File: config.mk
export PLATFORM = sky130hd
export DESIGN_NAME = carregador_de_programa
export DESIGN_NICKNAME = d
export VERILOG_FILES = /design/src/rtl/carregador_de_programa.sv
export SDC_FILE = /design/constraint.sdc
export NUM_CORES = 1
export LEC_CHECK = 0
export ABC_AREA = 0
export BUFFER_PORTS_ARGS = -buffer_cell sky130_fd_sc_hd__buf_2
export CORE_MARGIN = 5
export CORE_UTILIZATION = 50
export CTS_BUF_LIST = sky130_fd_sc_hd__clkbuf_2 sky130_fd_sc_hd__clkbuf_4 sky130_fd_sc_hd__clkbuf_8
export DETAILED_ROUTE_END_ITERATION = 6
export PLACE_DENSITY = 0.69
export SYNTH_ARGS = -nofsm -noshare
export SYNTH_HDL_FRONTEND = slang
export SYNTH_SLANG_ARGS = --single-unit
File: constraint.sdc
create_clock -name clock -period 7.5 [get_ports clock]
set_input_delay 1.125 -clock clock [delete_from_list [all_inputs] [get_ports clock]]
set_output_delay 1.125 -clock clock [all_outputs]
set_load 0.05 [all_outputs]
File: src/rtl/carregador_de_programa.sv
`default_nettype none
// ============================================================================
// Module   : carregador_de_programa
// Purpose  : UART (8N1) program loader. It frames the received bytes into
//            16-bit words and writes them through the instruction memory's
//            external load port. The processor is held in reset until a
//            frame with a matching checksum has been loaded.
// Revision : 1.0 - initial release
// ============================================================================
module carregador_de_programa #(
  parameter int          CLKS_POR_BIT     = 434,
  parameter logic [15:0] ENDERECO_INICIAL = 16'h0000
) (
  input  logic        clock,
  input  logic        resetn,
  input  logic        rx,
  output logic        mem_wr,
  output logic [15:0] mem_in,
  output logic [15:0] endereco_ext,
  output logic        segura_proc,
  output logic        carregando,
  output logic        erro,
  output logic [15:0] palavras
);

  // Bit-period counter width and the two compare points it needs.
  localparam int                CNT_W       = $clog2(CLKS_POR_BIT);
  localparam logic [CNT_W-1:0]  c_meio_bit  = CNT_W'(CLKS_POR_BIT / 2 - 1);
  localparam logic [CNT_W-1:0]  c_fim_bit   = CNT_W'(CLKS_POR_BIT - 1);
  localparam logic [7:0]        c_cabecalho = 8'hA5;

  typedef enum logic [1:0] {
    RX_OCIOSO = 2'd0,
    RX_INICIO = 2'd1,
    RX_DADOS  = 2'd2,
    RX_PARADA = 2'd3
  } rx_estado_t;

  typedef enum logic [2:0] {
    OCIOSO = 3'd0,
    CONT_H = 3'd1,
    CONT_L = 3'd2,
    DADO_H = 3'd3,
    DADO_L = 3'd4,
    SOMA   = 3'd5
  } estado_t;

  // --------------------------------------------------------------------------
  // Input synchroniser and edge history
  // --------------------------------------------------------------------------
  logic rx_s1_q, rx_s2_q, rx_ant_q;

  // Two-flop synchroniser plus one delayed copy for falling-edge detection.
  always_ff @(posedge clock) begin
    if (resetn) begin
      rx_s1_q  <= 1'b1;
      rx_s2_q  <= 1'b1;
      rx_ant_q <= 1'b1;
    end else begin
      rx_s1_q  <= rx;
      rx_s2_q  <= rx_s1_q;
      rx_ant_q <= rx_s2_q;
    end
  end

  // --------------------------------------------------------------------------
  // UART receiver
  // --------------------------------------------------------------------------
  rx_estado_t       rx_estado_q, rx_estado_d;
  logic [CNT_W-1:0] cnt_q, cnt_d;
  logic [2:0]       bit_q, bit_d;
  logic [7:0]       desloc_q, desloc_d;
  logic             byte_ok_q, byte_ok_d;
  logic             byte_err_q, byte_err_d;

  // Receiver next state: start validation at mid-bit, then one sample per bit.
  always_comb begin
    rx_estado_d = rx_estado_q;
    cnt_d       = cnt_q;
    bit_d       = bit_q;
    desloc_d    = desloc_q;
    byte_ok_d   = 1'b0;
    byte_err_d  = 1'b0;
    case (rx_estado_q)
      RX_OCIOSO: begin
        if (!rx_s2_q && rx_ant_q) begin
          rx_estado_d = RX_INICIO;
          cnt_d       = '0;
        end
      end
      RX_INICIO: begin
        if (cnt_q == c_meio_bit) begin
          cnt_d = '0;
          bit_d = 3'd0;
          // A line already back high at mid-start is a glitch.
          rx_estado_d = rx_s2_q ? RX_OCIOSO : RX_DADOS;
        end else begin
          cnt_d = cnt_q + CNT_W'(1);
        end
      end
      RX_DADOS: begin
        if (cnt_q == c_fim_bit) begin
          cnt_d    = '0;
          desloc_d = {rx_s2_q, desloc_q[7:1]};
          bit_d    = bit_q + 3'd1;
          if (bit_q == 3'd7) begin
            rx_estado_d = RX_PARADA;
          end
        end else begin
          cnt_d = cnt_q + CNT_W'(1);
        end
      end
      RX_PARADA: begin
        if (cnt_q == c_fim_bit) begin
          cnt_d       = '0;
          byte_ok_d   = rx_s2_q;
          byte_err_d  = !rx_s2_q;
          // Back to idle half a bit early so a back-to-back start is seen.
          rx_estado_d = RX_OCIOSO;
        end else begin
          cnt_d = cnt_q + CNT_W'(1);
        end
      end
      default: rx_estado_d = RX_OCIOSO;
    endcase
  end

  // Receiver state register.
  always_ff @(posedge clock) begin
    if (resetn) begin
      rx_estado_q <= RX_OCIOSO;
      cnt_q       <= '0;
      bit_q       <= 3'd0;
      desloc_q    <= 8'h00;
      byte_ok_q   <= 1'b0;
      byte_err_q  <= 1'b0;
    end else begin
      rx_estado_q <= rx_estado_d;
      cnt_q       <= cnt_d;
      bit_q       <= bit_d;
      desloc_q    <= desloc_d;
      byte_ok_q   <= byte_ok_d;
      byte_err_q  <= byte_err_d;
    end
  end

  // The shift register holds the finished byte while byte_ok_q is high.
  logic [7:0] byte_rx;
  assign byte_rx = desloc_q;

  // --------------------------------------------------------------------------
  // Frame FSM
  // --------------------------------------------------------------------------
  estado_t     estado_q, estado_d;
  logic [15:0] n_q, n_d;
  logic [7:0]  alto_q, alto_d;
  logic [7:0]  acum_q, acum_d;
  logic [15:0] endereco_q, endereco_d;
  logic [15:0] palavras_q, palavras_d;
  logic        mem_wr_q, mem_wr_d;
  logic [15:0] mem_in_q, mem_in_d;
  logic        segura_q, segura_d;
  logic        carregando_q, carregando_d;
  logic        erro_q, erro_d;

  // Frame sequencing, checksum accumulation and write-strobe generation.
  always_comb begin
    estado_d     = estado_q;
    n_d          = n_q;
    alto_d       = alto_q;
    acum_d       = acum_q;
    endereco_d   = endereco_q;
    palavras_d   = palavras_q;
    mem_wr_d     = 1'b0;
    mem_in_d     = mem_in_q;
    segura_d     = segura_q;
    carregando_d = carregando_q;
    erro_d       = erro_q;
    case (estado_q)
      OCIOSO: begin
        if (byte_ok_q && byte_rx == c_cabecalho) begin
          estado_d     = CONT_H;
          carregando_d = 1'b1;
          segura_d     = 1'b1;
          erro_d       = 1'b0;
          acum_d       = 8'h00;
          palavras_d   = 16'h0000;
          endereco_d   = ENDERECO_INICIAL;
        end
      end
      CONT_H: begin
        if (byte_ok_q) begin
          n_d[15:8] = byte_rx;
          acum_d    = acum_q ^ byte_rx;
          estado_d  = CONT_L;
        end
      end
      CONT_L: begin
        if (byte_ok_q) begin
          n_d[7:0] = byte_rx;
          acum_d   = acum_q ^ byte_rx;
          estado_d = ({n_q[15:8], byte_rx} == 16'h0000) ? SOMA : DADO_H;
        end
      end
      DADO_H: begin
        if (byte_ok_q) begin
          alto_d   = byte_rx;
          acum_d   = acum_q ^ byte_rx;
          estado_d = DADO_L;
        end
      end
      DADO_L: begin
        if (mem_wr_q) begin
          // The address is held through the strobe and advanced afterwards.
          endereco_d = endereco_q + 16'd1;
          palavras_d = palavras_q + 16'd1;
          estado_d   = ((palavras_q + 16'd1) < n_q) ? DADO_H : SOMA;
        end else if (byte_ok_q) begin
          mem_wr_d = 1'b1;
          mem_in_d = {alto_q, byte_rx};
          acum_d   = acum_q ^ byte_rx;
        end
      end
      SOMA: begin
        if (byte_ok_q) begin
          carregando_d = 1'b0;
          estado_d     = OCIOSO;
          if (byte_rx == acum_q) begin
            segura_d = 1'b0;
            erro_d   = 1'b0;
          end else begin
            erro_d = 1'b1;
          end
        end
      end
      default: estado_d = OCIOSO;
    endcase

    // A bad stop bit inside a frame aborts it like a checksum failure.
    if (byte_err_q && estado_q != OCIOSO) begin
      estado_d     = OCIOSO;
      erro_d       = 1'b1;
      carregando_d = 1'b0;
      mem_wr_d     = 1'b0;
    end
  end

  // Frame FSM and output registers.
  always_ff @(posedge clock) begin
    if (resetn) begin
      estado_q     <= OCIOSO;
      n_q          <= 16'h0000;
      alto_q       <= 8'h00;
      acum_q       <= 8'h00;
      endereco_q   <= ENDERECO_INICIAL;
      palavras_q   <= 16'h0000;
      mem_wr_q     <= 1'b0;
      mem_in_q     <= 16'h0000;
      segura_q     <= 1'b0;
      carregando_q <= 1'b0;
      erro_q       <= 1'b0;
    end else begin
      estado_q     <= estado_d;
      n_q          <= n_d;
      alto_q       <= alto_d;
      acum_q       <= acum_d;
      endereco_q   <= endereco_d;
      palavras_q   <= palavras_d;
      mem_wr_q     <= mem_wr_d;
      mem_in_q     <= mem_in_d;
      segura_q     <= segura_d;
      carregando_q <= carregando_d;
      erro_q       <= erro_d;
    end
  end

  assign mem_wr       = mem_wr_q;
  assign mem_in       = mem_in_q;
  assign endereco_ext = endereco_q;
  assign segura_proc  = segura_q;
  assign carregando   = carregando_q;
  assign erro         = erro_q;
  assign palavras     = palavras_q;

endmodule
`default_nettype wire

# Word level (Yosys, flattened, before mapping)
# Index checks and enable logic that the tools add are counted.
totals:
  output_inout_bits: 52
  reg_bits: 114
  word_cells: 134
  inputBits: 3
op_classes:
  n_lt_le_gt_ge: 1
  n_mux: 44
  bitwise: 5
  n_addsub: 4
  n_reduce_logical: 31
  n_eq_ne: 28
op_table:
  columns: ["cell", "n"]
  rows:
  - ["$pmux W16 S2", 2]
  - ["$mux W16", 3]
  - ["$add A16 B1 Y16 const B", 2]
  - ["$mux W3", 10]
  - ["$mux W9", 3]
  - ["$pmux W9 S3", 1]
  - ["$ne A2 B2 Y1 const B", 13]
  - ["$mux W8", 3]
  - ["$pmux W8 S3", 1]
  - ["$pmux W3 S6", 1]
  - ["$reduce_and A3 Y1", 6]
  - ["$logic_not A16 Y1", 1]
  - ["$lt A16 B16 Y1", 1]
  - ["$mux W2", 6]
  - ["$add A9 B1 Y9 const B", 1]
  - ["$eq A3 B3 Y1 const B", 3]
  - ["$eq A9 B8 Y1 const B", 1]
  - ["$eq A9 B9 Y1 const B", 1]
  - ["$mux W1", 9]
  - ["$reduce_bool A3 Y1", 3]
  - ["$eq A8 B8 Y1", 1]
  - ["$eq A8 B8 Y1 const B", 1]
  - ["$pmux W2 S4", 1]
  - ["$reduce_and A2 Y1", 4]
  - ["other kinds (21)", 35]

# Logic depth before layout (Yosys ltp)
# Gate-level depths: netlist of run 1.
logic_depth:
  word_depth: 5
  depth_mapped: 12
  depth_no_buf: 11

# Least setup slack after synthesis of run 1
# No wires, ideal clock.
synth_path:
  path_kind: "register to register"
  from: "register palavras_q[0] (netlist: palavras[0])"
  to: "register estado_q[1]"
  slack_ps: 4522
  arrival_ps: 2857
  stages_incl_launch_ff: 13
  path_cell_list: "dfxtp_1 > ha_1 > and3_1 > buf_2 > nand4_1 > or2_1 > xnor2_1 > ha_1 > nand2_1 > o21a_1 > nand2_1 > nor3_1 > o311a_1"
synth_between:
  elab_chain_len: 5
synth_rtl:
  columns: ["element", "line_no", "source"]
  rows:
  - ["from (decl)", "159", "logic [15:0] palavras_q, palavras_d;"]
  - ["from (signal assigned)", "268", "palavras_q <= palavras_d;"]
  - ["$add A16 B1 Y16", "217", "estado_d = ((palavras_q + 16'd1) < n_q) ? DADO_H : SOMA;"]
  - ["$lt A16 B16 Y1", "217", null]
  - ["$mux W3", "217", null]
  - ["$mux W3", "213", "if (mem_wr_q) begin"]
  - ["$pmux W3 S6", "179", "case (estado_q)"]
  - ["to (signal assigned)", "263", "estado_q <= estado_d;"]
  - ["to (decl)", "154", "estado_t estado_q, estado_d;"]
# No other way between the ends. The select of a mux whose other input is x is not followed.
# A chain may end at the register's enable or synchronous reset.

# Final worst setup path of run 1
# Same ends and word-level chain as after synthesis.

==> qor.json, run 1 <==
{
  "final-setup-viol-count": 0,
  "num_io_pins": 55,
  "powerDensity_nw_per_um2": 200,
  "die-area_sq_um": 13700,
  "hold_ws_ns": 0.415,
  "core_area_sq_um": 11300,
  "max-vdd-ir-drop_mv": 0.0950,
  "min_period_ns": 2.95,
  "via_per_inst": 5.66,
  "die_h_um": 117,
  "crit_path_max_fanout": 8,
  "synth.area.top_cells": "dfxtp_1, a21oi_1, nand2_1",
  "detailedRoute.firstPassIterationCount": 7,
  "main_synth_ff_type": "dfxtp_1",
  "drtAntennaViolNets": 0,
  "cts_buffer_depth": 2,
  "initial_utilization": 0.504,
  "setup-tns-final_ns": 0,
  "final_max_slew_viol_count": 0,
  "total_nets_final": 764,
  "drt_iter0_markers": 411,
  "cts_post_setup_buffers_inserted": 0,
  "synth_area_leader_cell": "dfxtp_1",
  "number_of_core_rows": 39,
  "clkSlewWorstSetupHoldPaths_ns": 0.07,
  "setup.worst_path.class": "reg2reg",
  "vias": 5064,
  "ys_seq_elements": 114,
  "netlist.area_leader.share": 0.400,
  "via_count_of_the_first_global_routing_pass": 4711,
  "syn_to_final_growth_pct": 13.2,
  "startpoint_type": "flip-flop",
  "critPathCaptureType": "flip-flop",
  "numClockSinks": 114,
  "register_to_register_setup_slack_ns": 4.55,
  "num_antenna_cells": 0,
  "power_leakage_nw": 2.61,
  "number_of_enable_type_register_cells_in_the_synthesized_netlist": 0,
  "synth.avg_cell_area_sq_um": 8.11,
  "drive_above_1_share": 0.148,
  "slew-limit-headroom": 0.340,
  "min_path_type": "reg2reg",
  "worstPathRequired_ns": 7.83,
  "synthArstFlopShare": 0,
  "antenna_found_initial": 0,
  "syn-instance-count": 704,
  "h-tree-depth": 4,
  "grt_util_overall": 0.206,
  "wire_per_inst_um": 15.2,
  "port_buffers": 54,
  "clock.fmax_mhz": 339,
  "cts_buffers": 17,
  "routed_wl_mm": 13.6,
  "postSynthNetCount": 729,
  "clk_root_buffer_cell": "clkbuf_8",
  "synth.yosys.seq_area_share": 0.400,
  "fin_skew_ns": 0.0108,
  "mostFrequentLayoutCell": "dfxtp_1",
  "finish.utilization": 0.571,
  "final_cell_mix": "dfxtp_1, nand2_1, a21oi_1",
  "synth.cell_area_sq_um": 5710,
  "floorplan.die.width_um": 117,
  "synth.distinct_cells": 61,
  "hold_viol_final": 0,
  "gp_routability_congestion": 0.850,
  "global_route_wire_length_before_repair_mm": 22.4,
  "final.period_utilization": 0.393,
  "hpwl_mm": 9.10,
  "clock_tree_from_tritoncts": "yes",
  "critPathArrivalTime_ns": 3.27,
  "status": "complete, no violations",
  "drt_drc_violations_left": 0,
  "grt_setup_unrepaired": "false",
  "ctsResizeCount": 0,
  "max_cap_violations": 0,
  "worst_margin_pin_slew_ns": 0.990,
  "clock_latency_late_sink_ns": 0.44,
  "postCtsHoldBufs": 0,
  "globalRouteOverflowTotal": 0,
  "synth_warnings": 0,
  "grt_start_max_net_pins": 95
}
==> logic make-up after synthesis <==
| family | share of synthesized area |
|---|---|
| AOI/OAI and AO/OA | 0.164 |
| xor gates and xnor gates | 0.0476 |
| adders and majority gates | 0.0482 |
| buffers and inverters | 0.0502 |
| DFF | 0.400 |
| muxes | 0.0267 |
| and+or+nand+nor | 0.263 |
==> per-stage QoR <==
| step | total power (W) | std cells | setup WS, ns | instance area (sq um) |
|---|---|---|---|---|
| 4_1_cts | 0.00130 | 895 | 4.52 | 6460 |
| 6_report | 0.00129 | 895 | 4.55 | 6460 |
| 3_3_place_gp | 0.000645 | 863 | 4.44 | 6000 |
| 2_1_floorplan | 0.000639 | 704 | 4.52 | 5710 |
| 3_5_place_dp | 0.000646 | 863 | 4.36 | 6000 |
| 5_1_grt | 0.00134 | 895 | 4.20 | 6460 |
==> synthesized netlist by cell type (14+ instances only) <==
| cell type | n |
|---|---|
| dfxtp_1 | 114 |
| nand2_1 | 113 |
| a21oi_1 | 85 |
| nor2_1 | 53 |
| o21ai_0 | 28 |
| inv_1 | 26 |
| clkbuf_1 | 24 |
| ha_1 | 22 |
| nand3_1 | 21 |
| nor3_1 | 19 |
| xor2_1 | 17 |
| xnor2_1 | 14 |
==> state kept, by name, indices dropped and copies added, names as in the netlist, 3 cells and up, named ones only <==
| signal | flops |
|---|---|
| n_q | 16 |
| mem_in | 16 |
| alto_q | 8 |
| estado_q | 3 |
| bit_q | 3 |
| byte_rx | 8 |
| cnt_q | 9 |
| palavras | 16 |
| endereco_ext | 16 |
| acum_q | 8 |
==> worst max-delay path: stages, from the launching register on <==
cell and delay (ns):
dfxtp_1 0.45, nand4_1 0.18, nor3_2 0.45, nand2_1 0.12, xnor2_1 0.19, ha_1 0.31
and4_1 0.22, o2111ai_1 0.10, o32ai_1 0.38, nor3_1 0.10, o311a_1 0.33
==> final cells by class <==
cell class / count / area, sq um
fillers: 1060 / 4860
multi-input cells: 524 / 3150
flip-flops and latches: 114 / 2280
clock buffers: 23 / 310
repair buffers: 56 / 285
well taps: 143 / 179
clock inverters: 9 / 150
inverters: 26 / 97.6
==> worst paths after layout <==
check | from | depth (start not counted) | endpoint
setup / recovery | palavras[0] | 10 | estado_q[1]
hold / removal | rx_s1_q | 1 | rx_s2_q
setup reg to reg | palavras[0] | 10 | estado_q[1]
hold reg to reg | rx_s1_q | 1 | rx_s2_q
==> report_power, final <==
group / switching, W / internal, W / leakage (nW) / total, W
combinational: 0.0000177 / 0.00000498 / 1.46 / 0.0000227
sequential: 0.00000229 / 0.000607 / 0.919 / 0.000609
clock: 0.000253 / 0.000409 / 0.231 / 0.000662
total: 0.000273 / 0.00102 / 2.61 / 0.00129
==> metal layers <==
| layer | vias to the layer above | GRT usage | share of wire |
|---|---|---|---|
| met4 | 0 | 0.0910 | 0.028 |
| met5 | - | 0 | 0 |
| met1 | 2382 | 0.258 | 0.45 |
| li1 | 2523 | - | - |
| met2 | 126 | 0.339 | 0.48 |
| met3 | 33 | 0.0514 | 0.042 |
No activity file was read; power rests on OpenSTA's default activity.
==> inputs of run 2 (changes only) <==
- clock period: 7.5 -> 2.85 ns (I/O delays scaled with it)
==> run 2 against run 1 <==
Against the previous run: routed wire length decreased by 0.61%; critical path depth unchanged; final cell count up 1.7%; sequential cell count unchanged; clock skew is essentially flat; design area grew 1.7%; global-route usage up 0.45 points; die area is the same; maximum frequency is 12% higher; via count is 0.20% lower; register-to-register slack worse by 4.3 ns; critical endpoint unchanged; largest cell class unchanged; largest power group unchanged.
==> qor.json, run 2 (same netlist as run 1, synthesis figures left out) <==
{
  "status": "complete, no violations",
  "seq_area_sq_um": 2290,
  "startpoint_of_the_lowest_slack_register_to_register_path": "palavras[0]",
  "drtAntennaViolNets": 0,
  "worstPathBufferInverterCount": 0,
  "clkSlewWorstSetupHoldPaths_ns": 0.07,
  "total_nets_final": 779,
  "final-setup-viol-count": 0,
  "worstPathRequired_ns": 3.17,
  "max-vdd-ir-drop_mv": 0.464,
  "worstHoldStart": "rx",
  "cts_buffer_depth": 2,
  "slowest_delay_ns": 0.38,
  "critical_path_cell_count": 10,
  "grt_setup_unrepaired": "false",
  "groute.layer.met1.usage": 0.256,
  "gp_routability_congestion": 0.863,
  "cts_buffers": 17,
  "final.period_utilization": 0.927,
  "antenna_found_initial": 0,
  "h-tree-depth": 4,
  "min_period_ns": 2.64,
  "grt_start_max_net_pins": 94,
  "die-area_sq_um": 13700,
  "max_cap_violations": 0,
  "setup-tns-final_ns": 0,
  "mostFrequentLayoutCell": "nand2_1",
  "final_max_slew_viol_count": 0,
  "drt_drc_violations_left": 0,
  "timing.hold.worst_path_depth": 2,
  "setup.worst_path.class": "reg2reg",
  "routed_wl_mm": 13.5,
  "worstSetupEndpoint": "estado_q[1]",
  "via_per_inst": 5.55,
  "globalRouteOverflowTotal": 0,
  "nFillCells": 1053,
  "clock.fmax_mhz": 378,
  "port_buffers": 54,
  "grt_util_overall": 0.211,
  "number_of_core_rows": 39,
  "clock_tree_from_tritoncts": "yes",
  "via_count_of_the_first_global_routing_pass": 4837,
  "floorplan.die.width_um": 117,
  "crit_path_cell_trace": "ha_1 -> and3_2 -> nand3_1 -> xnor2_1 -> ha_1 -> and4_1 -> o2111ai_1 -> o32ai_1 -> nor3_1 -> o311a_1",
  "slew-limit-headroom": 0.466,
  "vias": 5054,
  "final_cell_mix": "nand2_1, dfxtp_1, a21oi_1",
  "cell_seen_most_often_among_critical_path_stages": "ha_1",
  "detailedRoute.firstPassIterationCount": 5,
  "drt_iter0_markers": 380,
  "drive_above_1_share": 0.172,
  "clock_latency_late_sink_ns": 0.44,
  "hpwl_mm": 9.31,
  "grt_most_used_layer": "met2",
  "grt_use_met2": 0.349,
  "reg2regPathDepth": 10,
  "syn_to_final_growth_pct": 15.1,
  "powerDensity_nw_per_um2": 503,
  "power_leakage_nw": 2.69,
  "critPathArrivalTime_ns": 2.97,
  "startpoint_type": "flip-flop",
  "num_antenna_cells": 0,
  "core_area_sq_um": 11300,
  "hold_viol_final": 0,
  "crit_path_max_fanout": 7,
  "place_inst": 878,
  "initial_utilization": 0.504,
  "die_h_um": 117,
  "timing_startpoint_of_the_critical_path": "palavras[0]",
  "num_io_pins": 55,
  "multi_input_comb_area_sq_um": 3160,
  "fin_skew_ns": 0.0113,
  "wire_per_inst_um": 14.9,
  "globalRouteMet3Util": 0.0591,
  "worst_margin_pin_slew_ns": 0.795,
  "global_route_wire_length_before_repair_mm": 22.8,
  "critical_path.reg2reg.endpoint": "estado_q[1]",
  "clk_root_buffer_cell": "clkbuf_8",
  "finish.utilization": 0.580,
  "numClockSinks": 114,
  "min_path_type": "in2reg",
  "critPathCaptureType": "flip-flop",
  "postCtsHoldBufs": 0,
  "cpMaxStageDelayCell": "dfxtp_2",
  "crit_family": "compound AO/OA/AOI/OAI gates",
  "register_to_register_setup_slack_ns": 0.21,
  "final_cells": 910
}
==> run 2: cell type report <==
class / instances / area share
clock buffer: 21 / 0.0412
tap: 143 / 0.0272
clock inverter: 11 / 0.0244
inverter: 26 / 0.0149
timing repair buffer: 71 / 0.0625
sequential: 114 / 0.348
multi-input combinational: 524 / 0.481
==> run 2: how the worst min path moves through the flow <==
stage / endpoint
floorplan: rx_s2_q
global placement: rx_s2_q
detailed placement: rx_s2_q
CTS: rx_s1_q
global route: rx_s1_q
finish: rx_s1_q
==> run 2: repair_timing <==
item | CTS | global route
setup buffers | 0 | 0
setup endpoints to repair | 0 | 1
resized for setup | 0 | 2
==> run 2: routing by layer <==
metal  share of wire  routed length (um)
met1            0.45                6040
met2            0.48                6530
met3           0.047                 633
met4           0.024                 326
met5               0                   0
==> run 2: worst register-to-register path, delay by kind of cell, from the launching register on <==
family | cells | cell delay, ns
compound gates | 3 | 0.74
simple gates | 4 | 0.71
fa+ha+maj | 2 | 0.55
flops | 1 | 0.38
xor+xnor | 1 | 0.17
==> run 2: metrics by stage <==
step	total power [W]	instance area [sq um]	hold WS [ns]	worst slack, ns
floorplan	0.00168	5710	0.389	0.0547
global placement	0.00170	6130	0.394	0.242
detailed placement	0.00170	6130	0.396	0.151
CTS	0.00335	6560	0.139	0.131
global route	0.00343	6570	0.145	0.0431
finish	0.00330	6570	0.176	0.208
==> run 2: report_power, final <==
| part | total, W | switching [W] | internal [W] |
|---|---|---|---|
| combinational | 0.0000618 | 0.0000467 | 0.0000151 |
| clock | 0.00164 | 0.000640 | 0.000996 |
| sequential | 0.00160 | 0.00000624 | 0.00160 |
| total | 0.00330 | 0.000692 | 0.00261 |
==> inputs of run 3 (changes only) <==
- GPL_ROUTABILITY_DRIVEN: not set -> 0
- MAX_ROUTING_LAYER: not set -> met4
==> run 3 against run 2 <==
Against the previous run: combinational power barely moved; largest power group unchanged; maximum frequency fell by 0.40%; clock power barely moved; first-iteration DRC count rose by 9.7%; final cell count did not move; worst hold slack got worse by 0.0051 ns; largest cell class unchanged; critical path depth did not move; register-to-register slack barely moved; highest routed layer unchanged; sequential share of layout area did not move; via count rose by 0.77%.
==> qor.json, run 3 (same netlist as run 1, synthesis figures left out) <==
{
  "status": "complete, no violations",
  "power_leakage_nw": 2.69,
  "grt_setup_unrepaired": "false",
  "clock_latency_late_sink_ns": 0.44,
  "hold_viol_final": 0,
  "setup_slack_ns": 0.197,
  "num_antenna_cells": 0,
  "max_cap_violations": 0,
  "number_of_core_rows": 39,
  "slew-limit-headroom": 0.471,
  "clk_root_buffer_cell": "clkbuf_8",
  "core_area_sq_um": 11300,
  "final-setup-viol-count": 0,
  "globalRouteOverflowTotal": 0,
  "h-tree-depth": 4,
  "seq_area_sq_um": 2290,
  "setup.worst_path.class": "reg2reg",
  "nFillCells": 1053,
  "clock_tree_from_tritoncts": "yes",
  "powerDensity_nw_per_um2": 504,
  "cts_buffers": 17,
  "min_period_ns": 2.65,
  "worstHoldStart": "rx",
  "final_cell_mix": "nand2_1, dfxtp_1, a21oi_1",
  "num_io_pins": 55,
  "grt_util_overall": 0.217,
  "groute.layer.met1.usage": 0.256,
  "register_to_register_setup_slack_ns": 0.20,
  "min_path_type": "in2reg",
  "min_delay_worst_endpoint": "rx_s1_q",
  "drt_iter0_markers": 417,
  "floorplan.die.width_um": 117,
  "vias": 5093,
  "grt_start_max_net_pins": 94,
  "antenna_found_initial": 0,
  "setup-tns-final_ns": 0,
  "drt_drc_violations_left": 0,
  "initial_utilization": 0.504,
  "die_h_um": 117,
  "global_route_wire_length_before_repair_mm": 22.8,
  "port_buffers": 54,
  "crit_path_max_fanout": 7,
  "fin_skew_ns": 0.00874,
  "grt_use_met2": 0.349,
  "via_per_inst": 5.60,
  "via_count_of_the_first_global_routing_pass": 4831,
  "startpoint_of_the_lowest_slack_register_to_register_path": "palavras[0]",
  "final_max_slew_viol_count": 0,
  "die-area_sq_um": 13700,
  "dp_worst_setup_slack_ns": 0.151,
  "numClockSinks": 114,
  "critPathArrivalTime_ns": 2.98,
  "wire_per_inst_um": 14.9,
  "max-vdd-ir-drop_mv": 0.465,
  "critical_path.reg2reg.endpoint": "estado_q[1]",
  "grt_most_used_layer": "met2",
  "worstPathRequired_ns": 3.18,
  "final.period_utilization": 0.931,
  "clock.fmax_mhz": 377,
  "timing.hold.worst_path_depth": 2,
  "globalRouteMet3Util": 0.0591,
  "clkSlewWorstSetupHoldPaths_ns": 0.06,
  "reg2regPathDepth": 10,
  "worst_margin_pin_slew_ns": 0.787,
  "routed_wl_mm": 13.6,
  "critPathCaptureType": "flip-flop",
  "multi_input_comb_area_sq_um": 3160,
  "detailedRoute.firstPassIterationCount": 5,
  "drive_above_1_share": 0.172,
  "startpoint_type": "flip-flop",
  "mostFrequentLayoutCell": "nand2_1",
  "hpwl_mm": 9.31,
  "cts_buffer_depth": 2,
  "total_nets_final": 779,
  "drtAntennaViolNets": 0,
  "syn_to_final_growth_pct": 15.1
}
[run 3: cell counts in the layout (fill, tap and decap cells not counted)]
No cell type changed its count.
[run 3: cell type report]
type / count / area share
clock inverters: 11 / 0.0244
inverters: 26 / 0.0149
clock buffers: 21 / 0.0412
flip-flops and latches: 114 / 0.348
repair buffers: 71 / 0.0625
multi-input cells: 524 / 0.481
well taps: 143 / 0.0272
[run 3: layer usage]
metal,wire length [um],part of all wire
met1,6050,0.45
met3,700,0.052
met5,0,0
met2,6440,0.48
met4,365,0.027
[run 3: worst max path at each step]
stage / end / cells past startpoint / slack [ns] / startpoint
finish: estado_q[1] / 10 / 0.20 / palavras[0]
global route: estado_q[1] / 10 / 0.04 / palavras[2]
CTS: estado_q[1] / 10 / 0.13 / palavras[2]
detailed placement: estado_q[1] / 10 / 0.15 / palavras[2]
global placement: estado_q[1] / 10 / 0.24 / palavras[2]
floorplan: estado_q[1] / 10 / 0.05 / palavras[6]
[run 3: worst max-delay path, stage by stage, from the launching register on]
cell       delay [ns]
dfxtp_2          0.38
ha_1             0.23
and3_2           0.28
nand3_1          0.11
xnor2_1          0.17
ha_1             0.31
and4_1           0.21
o2111ai_1        0.10
o32ai_1          0.31
nor3_1           0.10
o311a_1          0.33
[run 3: where the power goes]
group / internal, W / switching (W) / leakage, nW
Sequential: 0.00160 / 0.00000615 / 0.921
Clock: 0.000996 / 0.000646 / 0.220
Combinational: 0.0000151 / 0.0000466 / 1.55
Total: 0.00261 / 0.000698 / 2.69
[run 3: stage by stage]
| stage | cell area (sq um) | instances | util | hold slack (ns) | total power [W] |
|---|---|---|---|---|---|
| 2_1_floorplan | 5710 | 704 | - | 0.389 | 0.00168 |
| 3_3_place_gp | 6130 | 878 | 0.541 | 0.394 | 0.00170 |
| 3_5_place_dp | 6130 | 878 | 0.541 | 0.396 | 0.00170 |
| 4_1_cts | 6560 | 910 | 0.579 | 0.139 | 0.00335 |
| 5_1_grt | 6570 | 910 | 0.580 | 0.144 | 0.00343 |
| 6_report | 6570 | 910 | 0.580 | 0.171 | 0.00331 |
[run 3: timing repair]
item / 4_1_cts / 5_1_grt
endpoints found under the hold margin: 0 / 0
setup buffers: 0 / 0
hold buffers: 0 / 0
resized for setup: 0 / 2
endpoints found under the setup margin: 0 / 1
